==> config.mk <==
export PLATFORM = sky130hd
export DESIGN_NAME = decoder_erasure_flag_scan
export DESIGN_NICKNAME = d
export VERILOG_FILES = /design/src/rtl/decoder_erasure_flag_scan_pkg.sv /design/src/rtl/decoder_erasure_pos_fifo.sv /design/src/rtl/decoder_erasure_flag_scan.sv
export SDC_FILE = /design/constraint.sdc
export NUM_CORES = 1
export LEC_CHECK = 0
export ABC_CLOCK_PERIOD_IN_PS = 3100
export CAP_MARGIN = 25
export CORE_ASPECT_RATIO = 2
export CORE_UTILIZATION = 50
export DETAILED_ROUTE_END_ITERATION = 12
export PLACE_DENSITY_LB_ADDON = 0.3
export SETUP_SLACK_MARGIN = 0.15
export SYNTH_ARGS = -nofsm -noshare
export SYNTH_HDL_FRONTEND = slang
export SYNTH_HIERARCHICAL = 1
export SYNTH_SLANG_ARGS = --single-unit
==> constraint.sdc <==
create_clock -name clock -period 3.1 [get_ports clock]
set_clock_uncertainty 0.1 [all_clocks]
set_input_delay 0.62 -clock clock [delete_from_list [all_inputs] [get_ports clock]]
set_output_delay 0.62 -clock clock [all_outputs]
set_load 0.02 [all_outputs]
==> src/rtl/decoder_erasure_flag_scan_pkg.sv <==
// Shared RS decoder constants, scan FSM states and the address-to-position mapping
// used by the erasure flag scanner.
package decoder_erasure_flag_scan_pkg;

    localparam int N        = 255;
    localparam int K        = 239;
    localparam int MAX_ERAS = N - K;
    localparam int ADDR_W   = 8;
    localparam int CNT_W    = 5;

    typedef enum logic [1:0] {
        IDLE,
        SCAN,
        FLUSH
    } scan_state_t;

    // RS position of a symbol: address 0 holds the highest-degree coefficient.
    function automatic logic [ADDR_W-1:0] rs_pos(input logic [ADDR_W-1:0] addr);
        return ADDR_W'(N - 1) - addr;
    endfunction

endpackage

==> src/rtl/decoder_erasure_pos_fifo.sv <==
// Two-entry position FIFO between the flag RAM return path and the locator stream.
// Push and pop in the same cycle are both honoured.
module decoder_erasure_pos_fifo
    import decoder_erasure_flag_scan_pkg::*;
#(
    parameter int W = ADDR_W
) (
    input  logic         clock,
    input  logic         reset,
    input  logic         push,
    input  logic         pop,
    input  logic [W-1:0] din,
    output logic [W-1:0] dout,
    output logic [1:0]   count
);

    logic [W-1:0] mem [2];
    logic         wr_ptr;
    logic         rd_ptr;
    logic         do_push;
    logic         do_pop;

    assign do_pop  = pop & (count != 2'd0);
    // A full FIFO still accepts a push when the head leaves in the same cycle.
    assign do_push = push & ((count != 2'd2) | do_pop);
    assign dout    = mem[rd_ptr];

    always_ff @(posedge clock or posedge reset) begin
        if (reset) begin
            mem[0] <= '0;
            mem[1] <= '0;
            wr_ptr <= 1'b0;
            rd_ptr <= 1'b0;
            count  <= 2'd0;
        end else begin
            if (do_push) begin
                mem[wr_ptr] <= din;
                wr_ptr      <= ~wr_ptr;
            end
            if (do_pop)
                rd_ptr <= ~rd_ptr;
            count <= count + 2'(do_push) - 2'(do_pop);
        end
    end

endmodule

==> src/rtl/decoder_erasure_flag_scan.sv <==
// Scans the per-codeword erasure flag RAM and streams erasure positions (descending)
// to the locator builder, tracking a saturating erasure count and overflow.
module decoder_erasure_flag_scan
    import decoder_erasure_flag_scan_pkg::*;
(
    input  logic              clock,
    input  logic              reset,
    input  logic              start,
    output logic              busy,
    output logic              done,
    output logic [ADDR_W-1:0] rdaddress,
    output logic              rden,
    input  logic              q,
    output logic              eras_valid,
    input  logic              eras_ready,
    output logic [ADDR_W-1:0] eras_pos,
    output logic [CNT_W-1:0]  eras_count,
    output logic              eras_overflow
);

    scan_state_t       state;
    scan_state_t       state_nxt;
    logic [ADDR_W-1:0] ptr;
    logic [ADDR_W-1:0] rd_addr_q;
    logic              inflight;
    logic              ret_hit;
    logic              ret_ovf;
    logic              push;
    logic              pop;
    logic              credit;
    logic [1:0]        fifo_cnt;
    logic [ADDR_W-1:0] fifo_dout;

    assign ret_hit    = inflight & q;
    assign ret_ovf    = ret_hit & (eras_count == CNT_W'(MAX_ERAS));
    assign push       = ret_hit & ~ret_ovf;
    // Every issued read has a guaranteed FIFO slot, so backpressure never drops a flag.
    assign credit     = (3'(fifo_cnt) + 3'(inflight)) < 3'd2;
    assign eras_valid = (fifo_cnt != 2'd0);
    assign eras_pos   = fifo_dout;
    assign pop        = eras_valid & eras_ready;
    assign busy       = (state != IDLE);
    assign rdaddress  = rden ? ptr : rd_addr_q;

    always_comb begin
        state_nxt = state;
        rden      = 1'b0;
        done      = 1'b0;
        case (state)
            IDLE: begin
                if (start)
                    state_nxt = SCAN;
            end
            SCAN: begin
                // The overflowing return also blocks the read issued alongside it.
                rden = credit & ~ret_ovf;
                if (ret_ovf || (rden && ptr == ADDR_W'(N - 1)))
                    state_nxt = FLUSH;
            end
            FLUSH: begin
                if (!inflight && fifo_cnt == 2'd0) begin
                    done      = 1'b1;
                    state_nxt = IDLE;
                end
            end
            default: state_nxt = IDLE;
        endcase
    end

    always_ff @(posedge clock or posedge reset) begin
        if (reset) begin
            state         <= IDLE;
            ptr           <= '0;
            rd_addr_q     <= '0;
            inflight      <= 1'b0;
            eras_count    <= '0;
            eras_overflow <= 1'b0;
        end else begin
            state    <= state_nxt;
            inflight <= rden;
            if (rden) begin
                rd_addr_q <= ptr;
                if (ptr != ADDR_W'(N - 1))
                    ptr <= ptr + ADDR_W'(1);
            end
            if (state == IDLE && start) begin
                ptr           <= '0;
                eras_count    <= '0;
                eras_overflow <= 1'b0;
            end else if (ret_ovf) begin
                eras_count    <= CNT_W'(MAX_ERAS + 1);
                eras_overflow <= 1'b1;
            end else if (push) begin
                eras_count <= eras_count + CNT_W'(1);
            end
        end
    end

    decoder_erasure_pos_fifo #(
        .W (ADDR_W)
    ) u_pos_fifo (
        .clock (clock),
        .reset (reset),
        .push  (push),
        .pop   (pop),
        .din   (rs_pos(rd_addr_q)),
        .dout  (fifo_dout),
        .count (fifo_cnt)
    );

endmodule
==> out/results.ini <==
[outcome]
outcome=finished, final reports clean

[min_path]
whs_endpoint=u_pos_fifo/wr_ptr$_DFFE_PP0P_
hp-class=flip-flop to flip-flop
hold_depth=1
hold_start=u_pos_fifo/wr_ptr$_DFFE_PP0P_

[routing]
top_layer=met4
vias=1722
dr.pass1.iters=4
avgRoutedWirePerCell_um=14.4
wl_met3_um=149
drtAntennaViolNets=0
drt-total-wl_um=4470
met1_length_um=1730
drt_iter0_drc=37
vias_per_cell=5.54
drcViolationCount=0
wl_met2_um=2490

[worst_setup_path]
worstPathArrival_ns=2.08
worst-r2r-cell-count=9
critPathMaxFanout=10
cp.required_ns=2.38
r2r_slack_ns=0.48
r2r_start=u_pos_fifo/count[0]$_DFF_PP0_
crit_chain=clkdlybuf4s50_1 > nand2_1 > o211ai_2 > clkinv_1 > buf_4 > nand2_1 > nand2_1 > clkdlybuf4s15_1
start_kind=input pin
r2r_end=u_pos_fifo/count[1]$_DFF_PP0_
slowest_delay_ns=0.49
end_kind=output pin
crit_slowest_cell=clkdlybuf4s50_1
cpMostUsedCell=nand2_1
path_class=input pin to output pin
critPathLaunch=q

[power]
power.density_nw_per_um2=873
max-vdd-ir-drop_mv=0.563
leakagePower_nw=1.15

[global_route]
grt_max_degree=26
grt_overflow=0
antenna_found_initial=0
grt_first_pass_wirelength_um=7790
grt_pass1_vias=1645
track_usage_pct=21.5

[sta]
fmax_ghz=0.357
grt_setup_unrepaired=no
worstMarginPinSlew_ns=0.733
finalSetupViolations=0
maxSlewHeadroom_pct=51.1
post-route-period-util_pct=90.4
finalHoldViolCount=0
drv_slew=0
fin_ws_ns=0.297
min_period_ns=2.80

[final_layout]
nNetsFinal=268
drive_gt1_share_pct=18.7
mostFrequentLayoutCells=dfrtp_1 (45), nand2_1 (40), clkdlybuf4s50_1 (21)
n_fill_cell=412
num_antenna_cells=0
final_common_cell=dfrtp_1
seq_area_um2=1130
multiInputGateArea_um2=1050
utilization_pct=62.6
syn2layout_area_growth_pct=20.1

[logic_synthesis]
syn_area_per_cell_um2=10.3
synth_cell_types=42
yosysSeqAreaShare_pct=49.8
ys_ff_latch=45
yosysWarningCount=6
synthCells=219
syn_area_um2=2260
synth_ff_type=dfrtp_1
synth_top_area_cell=dfrtp_1
synth_top_area_share_pct=49.8
async_reset_ff_share_pct=100
synth_area_leaders=dfrtp_1 (50%), mux2_2 (9.0%), nand2_1 (6.6%)
synth_edf_count=0
syn-num-nets=231

[clocking]
clk_path_buf_depth=2
cts.htree.levels=2
cts_tree=done
clkSlewWorstSetupHoldPaths_ns=0.08
root_buffer=clkbuf_8
clock_sinks=45
clock_latency_ns=0.30
cts_setup_buffers=0
cts_buffers=5

[floorplanning]
placeableCoreArea_um2=4340
start_util_pct=52.2
pin_count=31
dieArea_um2=4820
die_h_um=97.2
die_w_um=49.6
rows=34

[placement]
dpl.hpwl_um=3350
dp_slack_ns=-0.0209
numPortBuffers=30
routabilityCongestion=0.833

[job]
maxCapViolations=0

-- power breakdown --
| group | internal, mW | switching (mW) | total, mW | leakage [nW] |
|---|---|---|---|---|
| clock network | 0.201 | 0.197 | 0.398 | 0.0542 |
| logic | 0.498 | 0.531 | 1.03 | 0.543 |
| registers | 0.765 | 0.179 | 0.944 | 0.552 |
| total | 1.46 | 0.907 | 2.37 | 1.15 |
-- worst max-delay path, delay by kind of cell --
kind | cells | cell delay (ns)
buffers and inverters | 4 | 1.04
AND/OR/NAND/NOR | 3 | 0.23
AO/OA/AOI/OAI | 1 | 0.19
-- worst max-delay path by stage --
stage,to,slack [ns]
finish,rdaddress[2],0.30
global route,rdaddress[2],0.15
CTS,rdaddress[7],0.20
detailed placement,rdaddress[6],-0.02
global placement,rdaddress[0],-0.01
floorplan,rdaddress[0],0.58
-- metal layers --
metal / vias up / GRT usage, %
met5: - / 0
met4: 0 / 11.0
met3: 9 / 5.48
met2: 35 / 36.8
met1: 844 / 23.6
li1: 834 / -
-- Yosys cell counts (2+ instances only) --
library cell / instances
mux2_2: 18
nor3_1: 3
nand2b_1: 3
or4_1: 2
o31ai_1: 5
nand2_1: 40
and2_1: 3
or2_2: 3
buf_2: 4
nand4_1: 5
o21ai_0: 9
o22ai_1: 2
xnor2_1: 5
dfrtp_1: 45
inv_1: 11
and4_1: 2
xor2_1: 7
nor2_1: 9
a21oi_1: 5
o311ai_0: 2
mux2i_1: 2
nand3_1: 5
nor2_2: 2
ha_1: 7
o21a_1: 2
o211ai_1: 2
-- per-stage QoR --
stage	instances	TNS (ns)	instance area [um^2]	total power, mW	hold slack, ns
after global placement	303	-0.0228	2640	2.00	0.382
after floorplan	219	0	2260	1.61	0.359
after detailed placement	303	-0.0631	2640	2.02	0.386
final	311	0	2720	2.37	0.405
after CTS	311	0	2730	2.40	0.400
after global routing	311	0	2720	2.54	0.429
-- what timing repair did --
| action | in CTS | in global routing |
|---|---|---|
| hold buffers | 0 | 0 |
| gates resized for setup | 9 | 12 |
| pin swaps | 0 | 1 |
| setup endpoints to repair | 9 | 8 |
-- state kept, by name, summed over array words and instances, names as in the netlist --
signal             cells
u_pos_fifo/wr_ptr      1
eras_count             5
u_pos_fifo/rd_ptr      1
ptr                    8
eras_overflow          1
state                  2
inflight               1
u_pos_fifo/count       2
rd_addr_q              8
u_pos_fifo/mem        16
-- final cells by class --
cell class / instances / share of cell area (%)
multi-input combinational: 155 / 38.7
clock inverter: 1 / 0.184
inverter: 12 / 1.66
sequential: 45 / 41.4
clock buffer: 7 / 3.55
timing repair buffer: 37 / 12.0
tap: 54 / 2.49
-- logic make-up after synthesis --
logic type / count (synthesis) / synth area share, %
simple gates: 85 / 19.1
flops: 45 / 49.8
compound gates: 31 / 9.07
mux: 20 / 9.84
buf+inv: 19 / 3.76
xor+xnor: 12 / 4.64
fa+ha+maj: 7 / 3.87
(Power assumes the default switching activity.)
